### config.mk
export PLATFORM = sky130hd
export DESIGN_NAME = min_frame_arbiter_flat
export DESIGN_NICKNAME = d
export VERILOG_FILES = /design/src/rtl/min_frame_arbiter_if.sv /design/src/rtl/min_frame_arbiter.sv /design/src/flat_wrapper.sv
export SDC_FILE = /design/constraint.sdc
export NUM_CORES = 1
export LEC_CHECK = 0
export ABC_CLOCK_PERIOD_IN_PS = 3500
export CAP_MARGIN = 20
export CELL_PAD_IN_SITES_DETAIL_PLACEMENT = 2
export CELL_PAD_IN_SITES_GLOBAL_PLACEMENT = 2
export CORE_MARGIN = 2
export CORE_UTILIZATION = 29
export DETAILED_ROUTE_END_ITERATION = 10
export PLACE_DENSITY = 0.93
export SLEW_MARGIN = 0
export SYNTH_ARGS = -nofsm -noshare
export SYNTH_HDL_FRONTEND = slang
export SYNTH_SLANG_ARGS = --single-unit
### constraint.sdc
create_clock -name clk -period 3.5 [get_ports clk]
set_clock_uncertainty 0.15 [all_clocks]
set_input_delay 0.525 -clock clk [delete_from_list [all_inputs] [get_ports clk]]
set_output_delay 0.525 -clock clk [all_outputs]
set_load 0.02 [all_outputs]
### src/rtl/min_frame_arbiter_if.sv
// Handshake bundle for min_frame_arbiter: two sample requesters in, one frame result out.
// Signal names match the arbiter's documented port list.
interface min_frame_arbiter_if #(
  parameter int DW = 2
);
  logic          req0_valid;
  logic [DW-1:0] req0_data;
  logic          req0_last;
  logic          req0_ready;
  logic          req1_valid;
  logic [DW-1:0] req1_data;
  logic          req1_last;
  logic          req1_ready;
  logic          res_valid;
  logic          res_ready;
  logic [DW-1:0] res_min;
  logic          res_id;
  logic [7:0]    res_len;
  logic          res_trunc;

  // Requesters and the result consumer sit on the master side.
  modport master (
    output req0_valid, req0_data, req0_last,
    output req1_valid, req1_data, req1_last,
    output res_ready,
    input  req0_ready, req1_ready,
    input  res_valid, res_min, res_id, res_len, res_trunc
  );

  modport slave (
    input  req0_valid, req0_data, req0_last,
    input  req1_valid, req1_data, req1_last,
    input  res_ready,
    output req0_ready, req1_ready,
    output res_valid, res_min, res_id, res_len, res_trunc
  );
endinterface

### src/rtl/min_frame_arbiter.sv
// Two-requester frame arbiter: grants one requester a whole frame, tracks the minimum
// sample and length, then holds the result until the consumer takes it.
module min_frame_arbiter #(
  parameter int DW      = 2,
  parameter int MAX_LEN = 8
) (
  input logic                clk,
  input logic                rst,
  min_frame_arbiter_if.slave bus
);

  localparam logic [7:0] MaxLenC = 8'(MAX_LEN);

  typedef enum logic [1:0] {IDLE, RUN, DONE} state_t;

  state_t        state_q, state_d;
  logic          grant_q, grant_d;
  logic          rrPtr_q, rrPtr_d;
  logic [DW-1:0] minVal_q, minVal_d;
  logic [7:0]    cnt_q, cnt_d;
  logic          trunc_q, trunc_d;

  logic          selValid;
  logic [DW-1:0] selData;
  logic          selLast;
  logic [7:0]    nextCnt;
  logic [DW-1:0] nextMin;

  always_ff @(posedge clk) begin
    if (rst) begin
      state_q  <= IDLE;
      grant_q  <= 1'b0;
      rrPtr_q  <= 1'b0;
      minVal_q <= '1;
      cnt_q    <= 8'd0;
      trunc_q  <= 1'b0;
    end else begin
      state_q  <= state_d;
      grant_q  <= grant_d;
      rrPtr_q  <= rrPtr_d;
      minVal_q <= minVal_d;
      cnt_q    <= cnt_d;
      trunc_q  <= trunc_d;
    end
  end

  always_comb begin
    state_d  = state_q;
    grant_d  = grant_q;
    rrPtr_d  = rrPtr_q;
    minVal_d = minVal_q;
    cnt_d    = cnt_q;
    trunc_d  = trunc_q;
    selValid = grant_q ? bus.req1_valid : bus.req0_valid;
    selData  = grant_q ? bus.req1_data  : bus.req0_data;
    selLast  = grant_q ? bus.req1_last  : bus.req0_last;
    nextCnt  = cnt_q + 8'd1;
    nextMin  = (selData < minVal_q) ? selData : minVal_q;

    unique case (state_q)
      IDLE: begin
        if (bus.req0_valid || bus.req1_valid) begin
          grant_d  = (bus.req0_valid && bus.req1_valid) ? rrPtr_q : bus.req1_valid;
          minVal_d = '1;
          cnt_d    = 8'd0;
          trunc_d  = 1'b0;
          state_d  = RUN;
        end
      end
      RUN: begin
        // A last-flagged sample wins over the length limit, so such frames never report truncation.
        if (selValid) begin
          minVal_d = nextMin;
          cnt_d    = nextCnt;
          if (selLast) begin
            trunc_d = 1'b0;
            state_d = DONE;
          end else if (nextCnt == MaxLenC) begin
            trunc_d = 1'b1;
            state_d = DONE;
          end
        end
      end
      DONE: begin
        if (bus.res_ready) begin
          rrPtr_d = ~grant_q;
          state_d = IDLE;
        end
      end
      default: state_d = IDLE;
    endcase
  end

  // Outputs are gated by reset so they read zero while reset is held, not just after the edge.
  assign bus.req0_ready = !rst && (state_q == RUN) && !grant_q;
  assign bus.req1_ready = !rst && (state_q == RUN) &&  grant_q;
  assign bus.res_valid  = !rst && (state_q == DONE);
  assign bus.res_min    = bus.res_valid ? minVal_q : '0;
  assign bus.res_id     = bus.res_valid ? grant_q  : 1'b0;
  assign bus.res_len    = bus.res_valid ? cnt_q    : 8'd0;
  assign bus.res_trunc  = bus.res_valid ? trunc_q  : 1'b0;

endmodule
### src/flat_wrapper.sv
// flat-port wrapper written by rule: the top's interface ports become plain ports
module min_frame_arbiter_flat 
#(
  parameter int DW      = 2,
  parameter int MAX_LEN = 8
)
  (clk, rst, bus_req0_valid, bus_req0_data, bus_req0_last, bus_req1_valid, bus_req1_data, bus_req1_last, bus_res_ready, bus_req0_ready, bus_req1_ready, bus_res_valid, bus_res_min, bus_res_id, bus_res_len, bus_res_trunc);
  min_frame_arbiter_if #(.DW(DW)) bus_i ();
  input logic clk;
  input logic rst;
  input wire logic [$bits(bus_i.req0_valid)-1:0] bus_req0_valid;
  input wire logic [$bits(bus_i.req0_data)-1:0] bus_req0_data;
  input wire logic [$bits(bus_i.req0_last)-1:0] bus_req0_last;
  input wire logic [$bits(bus_i.req1_valid)-1:0] bus_req1_valid;
  input wire logic [$bits(bus_i.req1_data)-1:0] bus_req1_data;
  input wire logic [$bits(bus_i.req1_last)-1:0] bus_req1_last;
  input wire logic [$bits(bus_i.res_ready)-1:0] bus_res_ready;
  output wire logic [$bits(bus_i.req0_ready)-1:0] bus_req0_ready;
  output wire logic [$bits(bus_i.req1_ready)-1:0] bus_req1_ready;
  output wire logic [$bits(bus_i.res_valid)-1:0] bus_res_valid;
  output wire logic [$bits(bus_i.res_min)-1:0] bus_res_min;
  output wire logic [$bits(bus_i.res_id)-1:0] bus_res_id;
  output wire logic [$bits(bus_i.res_len)-1:0] bus_res_len;
  output wire logic [$bits(bus_i.res_trunc)-1:0] bus_res_trunc;
  assign bus_i.req0_valid = bus_req0_valid;
  assign bus_i.req0_data = bus_req0_data;
  assign bus_i.req0_last = bus_req0_last;
  assign bus_i.req1_valid = bus_req1_valid;
  assign bus_i.req1_data = bus_req1_data;
  assign bus_i.req1_last = bus_req1_last;
  assign bus_i.res_ready = bus_res_ready;
  assign bus_req0_ready = bus_i.req0_ready;
  assign bus_req1_ready = bus_i.req1_ready;
  assign bus_res_valid = bus_i.res_valid;
  assign bus_res_min = bus_i.res_min;
  assign bus_res_id = bus_i.res_id;
  assign bus_res_len = bus_i.res_len;
  assign bus_res_trunc = bus_i.res_trunc;
  min_frame_arbiter #(.DW(DW), .MAX_LEN(MAX_LEN)) u_core (.clk(clk), .rst(rst), .bus(bus_i));
endmodule
# --- After elaboration in Yosys (flattened, before gate mapping) ---
# Index checks and enable logic that the tools add are counted.
word_totals:
  n_memories: 0
  regBits: 15
  elab_cells: 59
  output_inout_bits: 15
  latchBits: 0
  rom_bits: 0
  ramBits: 0
op_classes:
  n_eq_ne: 8
  n_bitwise: 1
  n_lt_le_gt_ge: 1
  mux: 26
  mul: 0
  div_mod_pow: 0
  addsub: 1
  shifts: 0
  n_reduce_logical: 16
op_table:
  columns: ["op", "n"]
  rows:
  - ["two-way mux 8 bit", 3]
  - ["two-way mux 2 bit", 10]
  - ["case mux 8 bit (2 select lines)", 1]
  - ["AND reduction 4 bit", 3]
  - ["two-way mux 1 bit", 9]
  - ["adder 8 x 1 -> 8 bit (second input constant)", 1]
  - ["== test 8 x 4 -> 1 bit (second input constant)", 1]
  - ["!= test 2 x 1 -> 1 bit (second input constant)", 3]
  - ["case mux 2 bit (3 select lines)", 1]
  - ["logical AND 1 bit", 5]
  - ["case mux 2 bit (2 select lines)", 1]
  - ["AND reduction 2 bit", 2]
  - ["!= test 3 x 1 -> 1 bit (second input constant)", 1]
  - ["AND reduction 3 bit", 1]
  - ["== test 2 x 1 -> 1 bit (second input constant)", 1]
  - ["== test 2 bit (second input constant)", 1]
  - ["zero test 1 bit", 2]
  - ["zero test 2 bit", 1]
  - ["less-than comparator 2 bit", 1]
  - ["!= test 2 bit (second input constant)", 1]
  - ["case mux 1 bit (2 select lines)", 1]
  - ["nonzero test 2 bit", 1]
  - ["logical OR 1 bit", 1]
  - ["NOT 1 bit", 1]

# --- Depth between registers and ports, before layout ---
# Gate-level depths: netlist of run 1.
depth:
  word_depth: 6
  mapped_depth: 7
  depth_no_buf: 6

# --- Least setup slack after synthesis of run 1 ---
# No wires, ideal clock.
synth_timing:
  path_kind: "register -> register"
  startpoint: "register u_core.grant_q"
  endpoint: "register u_core.minVal_q[0]"
  arrival_ps: 1859
  setup_slack_ps: 1369
  n_path_buf: 1
  synth_period_minus_slack_ps: 2131
  path_stages_with_launch: 8
  path_cell_list: "dfxtp_1 buf_2 mux2_2 ha_1 nor2_1 or3_1 o22a_1 o32a_1"
synth_via:
  elab_chain_len: 4
  word_cells_on_any_way: 9
synth_rtl:
  columns: ["element", "line", "source"]
  rows:
  - ["from (decl)", "min_frame_arbiter.sv:17", "logic grant_q, grant_d;"]
  - ["from (signal assigned)", "min_frame_arbiter.sv:39", "grant_q <= grant_d;"]
  - ["two-way mux 2 bit", "min_frame_arbiter.sv:55", "selData = grant_q ? bus.req1_data : bus.req0_data;"]
  - ["less-than comparator 2 bit / two-way mux 2 bit (equally long branches)", "min_frame_arbiter.sv:58", "nextMin = (selData < minVal_q) ? selData : minVal_q;"]
  - ["!= test 2 x 1 -> 1 bit (no line) / two-way mux 2 bit (equally long branches)", null, null]
  - ["AND reduction 4 bit (no line) / case mux 2 bit (2 select lines) (equally long branches)", null, null]
  - ["to (signal assigned)", "min_frame_arbiter.sv:41", "minVal_q <= minVal_d;"]
  - ["to (decl)", "min_frame_arbiter.sv:19", "logic [DW-1:0] minVal_q, minVal_d;"]
# Several ways; a longest one is shown, not always the timed one. The select of a mux whose other input is x is not followed.
# A chain may end at the register's enable or synchronous reset.

# --- Final worst setup path of run 1 ---
layout_timing:
  startpoint: "register u_core.state_q[0]"
  endpoint: "output port bus_res_len[0]"
layout_via:
  elab_chain_len: 3
layout_rtl:
  columns: ["element", "line", "source"]
  rows:
  - ["from (decl)", "min_frame_arbiter.sv:16", "state_t state_q, state_d;"]
  - ["from (signal assigned)", "min_frame_arbiter.sv:38", "state_q <= state_d;"]
  - ["== test 2 bit", "min_frame_arbiter.sv:97", "assign bus.res_valid = !rst && (state_q == DONE);"]
  - ["logical AND 1 bit", "min_frame_arbiter.sv:97", null]
  - ["two-way mux 8 bit", "min_frame_arbiter.sv:100", "assign bus.res_len = bus.res_valid ? cnt_q : 8'd0;"]
  - ["to (decl)", "flat_wrapper.sv:23", "output wire logic [$bits(bus_i.res_len)-1:0] bus_res_len;"]
# Every way passes these cells.

==> results of run 1 <==
## report_power, final
part	leakage (nW)	switching [mW]	internal (mW)
Sequential	0.122	0.0114	0.176
Combinational	0.336	0.0508	0.0399
Clock	0.0150	0.0624	0.0444
## cell usage after synthesis, types with 2 or more instances
| cell type | instances |
|---|---|
| a211oi_1 | 3 |
| a21oi_1 | 8 |
| and2_1 | 11 |
| and3_1 | 2 |
| clkbuf_1 | 2 |
| dfxtp_1 | 15 |
| ha_1 | 3 |
| inv_1 | 5 |
| mux2_2 | 2 |
| mux2i_1 | 2 |
| nand2_1 | 6 |
| nand2b_1 | 5 |
| nand3_1 | 2 |
| nor2_1 | 13 |
| nor2b_1 | 2 |
| nor3_1 | 9 |
| nor3b_1 | 2 |
| nor4b_1 | 2 |
| o21a_1 | 2 |
| o21ai_0 | 6 |
| o32a_1 | 2 |
## cell families after synthesis
kind of cell	Yosys count	synth area share (%)
buffers and inverters	10	4.62
AOI/OAI and AO/OA	33	24.4
and+or+nand+nor	60	33.0
DFF	15	30.0
adders and majority gates	3	3.75
muxes	4	4.25
## area by class of cell
cell class,instances,area share [%]
clock buffers,4,2.00
well taps,46,4.38
inverters,5,1.43
flip-flops and latches,15,22.8
repair buffers,26,19.6
multi-input cells,100,49.8
## worst max path at each step
stage	from	end	slack [ps]
after global placement	rst	bus_res_trunc	610
after global routing	u_core.state_q[0]$_SDFFE_PP0P_	bus_res_len[0]	300
after CTS	u_core.state_q[0]$_SDFFE_PP0P_	bus_res_len[0]	420
after detailed placement	rst	bus_res_len[0]	480
after floorplan	u_core.grant_q$_SDFFE_PP0P_	u_core.minVal_q[0]$_SDFFE_PP1P_	1370
final	u_core.state_q[0]$_SDFFE_PP0P_	bus_res_len[0]	500
## layer usage
layer / vias to the layer above / part of all wire, % / global-route usage (%)
li1: 505 / - / -
met1: 507 / 45 / 19.7
met2: 18 / 51 / 33.1
met3: 2 / 3.9 / 4.50
met4: 0 / 0.67 / 3.89
met5: - / 0 / 0
## state kept, by name, indices dropped and copies added, names as in the netlist
signal	flops
u_core.cnt_q	8
u_core.minVal_q	2
u_core.state_q	2
u_core.grant_q	1
u_core.rrPtr_q	1
u_core.trunc_q	1
## cells in the final DEF (no fill, tap or decap), types with 3 or more instances in the layout
| cell type | netlist | layout |
|---|---|---|
| clkbuf_4 | 0 | 3 |
| and2_1 | 11 | 11 |
| nor2_1 | 13 | 13 |
| clkdlybuf4s50_1 | 0 | 25 |
| ha_1 | 3 | 3 |
| nor3_1 | 9 | 9 |
| dfxtp_1 | 15 | 15 |
| o21ai_0 | 6 | 6 |
| a21oi_1 | 8 | 8 |
| nand2_1 | 6 | 6 |
| a211oi_1 | 3 | 3 |
| nand2b_1 | 5 | 5 |
| inv_1 | 5 | 5 |
## worst reg2reg max path: stages (launching register included)
cell	delay (ps)
dfxtp_1	690
mux2_2	420
ha_1	290
nor2_1	40
or3_1	300
o22a_1	180
o32a_1	170
## per-stage QoR
stage | instances | instance area, µm² | setup WS, ps
6_report | 196 | 1320 | 498
3_3_place_gp | 192 | 1290 | 606
4_1_cts | 196 | 1320 | 421
5_1_grt | 196 | 1320 | 298
2_1_floorplan | 125 | 1000 | 1370
3_5_place_dp | 192 | 1290 | 481
==> summary.txt, run 1 <==
Final layout
  – Area Growth Syn to Fin: 31.4%
  – Layout cells sized above 1: 7.33%
  – Final net count: 165
  – ANT cells: 0
  – Core Util, Final: between 30% and 40%
  – Combined area of the multi-input logic cells: approximately 650 µm²
  – Register area: ~300 µm²
  – FILL cells: 400

Floorplanning
  – Core area: roughly 3300 µm²
  – Initial core utilization: 30.0%
  – Io pins: 26
  – Die H: between 60 and 70 µm
  – Die W: 62.8 µm
  – Die area: around 3900 µm²
  – # rows: 21

Logic synthesis
  – Post-synth top area share: 30.0%
  – Post-synth EDFFs: 0
  – Post-Syn Instances: 125
  – Seq/Total Area, Yosys: 30.0%
  – Post-Syn Nets: ~140
  – Mean Syn Cell Area: 8.01 µm²
  – Synth top area cells: dfxtp_1, and2_1, nor2_1, nor3_1, a21oi_1
  – Register bit total from synthesis: 15
  – Mapped Area: 1000 µm²
  – Synth unique cells: 42
  – Area leader, netlist: dfxtp_1
  – Async S/R FF share, synth: 0%
  – Yosys warnings: 0
  – Main synth FF type: dfxtp_1

Critical path
  – Worst-path fanout max: 11
  – CP bufs+invs: 1
  – Worst path depth: 4
  – Reg2Reg Setup Slack: approximately 1200 ps
  – Reg2reg start: u_core.grant_q$_SDFFE_PP0P_
  – Largest stage delay, worst path: roughly 610 ps
  – CP delay by family, top: simple AND/OR/NAND/NOR gates
  – Required @ worst endpoint: 2820 ps
  – Critical path capture point type: output pin
  – R2R cell count: 6
  – FF-to-FF End: u_core.minVal_q[1]$_SDFFE_PP1P_
  – WS Path Type: reg -> out
  – Critical Path AT: about 2300 ps
  – Crit path launch type: flop
  – CP max stage cell: clkdlybuf4s50_1
  – Crit-path cells: nand2b_1 -> nor2_1 -> and2_1 -> clkdlybuf4s50_1

Clock tree
  – CTS Hold Buffers Added: 0
  – Root Driver: clkbuf_4
  – CTS tree: done
  – Clk sinks: 15
  – CTS resizes: 0
  – Postcts setup bufs: 0
  – Worst skew pair latency: 300 ps
  – Worst-path clk slew: roughly 100 ps
  – Max clock buf depth: 2
  – CTS Buf Count: 3
  – H-tree depth: 1

Timing
  – Rel. slew slack: 57.9%
  – Final Critical Period: between 3000 and 4000 ps
  – Setup tns final: 0 ps
  – Least-Margin Pin Slew: 630 ps
  – Final Slew Violations: 0
  – RSZ-0062 raised after global routing: no
  – WHS: approximately 350 ps
  – FMAX: 333 MHz
  – Endpoints failing hold: 0
  – Period Utilization, post-route: 85.8%
  – Endpoints failing setup: 0

Routing
  – Final ANT Viol Nets: 0
  – WL per Instance: between 15 and 20 µm
  – Vias per inst: between 5 and 6
  – Post-route DRC: 0
  – Overall routed net length: 3.13 mm
  – DRT iter0 DRCs: 37
  – Vias: just over 1000
  – Detailed Routing Iterations Pass 1: 4

Global route
  – Antenna violations before repair: 0
  – First-pass GRT wire length: 5.47 mm
  – Largest net degree at the start of global routing: 22
  – Overall Global Routing Usage: 17.6%
  – Number of global-route vias before repair: around 1100
  – GR Overflow Total: 0

Place
  – Port Buffers: 25
  – Hpwl dp: 2.36 mm
  – GPL Wtd Cong: 0.789

Pwr
  – Peak VDD IR: between 0.15 and 0.2 mV
  – Static leakage: 0.473 nW
  – Pwr/cell area: 293 nW/µm²
  – Total power: 0.385 mW

Job
  – Max-cap viol count: 0

Hold path
  – Hold depth: 1
  – Hold Path End: u_core.minVal_q[0]$_SDFFE_PP1P_
  – Min-delay src: u_core.minVal_q[0]$_SDFFE_PP1P_
  – Hold Crit Class: reg -> reg

Status
  – Status: complete, no violations
Power figures use the tool's default switching activity.
==> inputs of run 2 (changes only) <==
--- a/config.mk
+++ b/config.mk
@@ -5,6 +5,7 @@
 export SDC_FILE = /design/constraint.sdc
 export NUM_CORES = 1
 export LEC_CHECK = 0
+export ABC_AREA = 0
 export ABC_CLOCK_PERIOD_IN_PS = 3500
 export CAP_MARGIN = 20
 export CELL_PAD_IN_SITES_DETAIL_PLACEMENT = 2
==> results of run 2 <==
No change in the layout: final DEF, timing and power equal those of run 1.
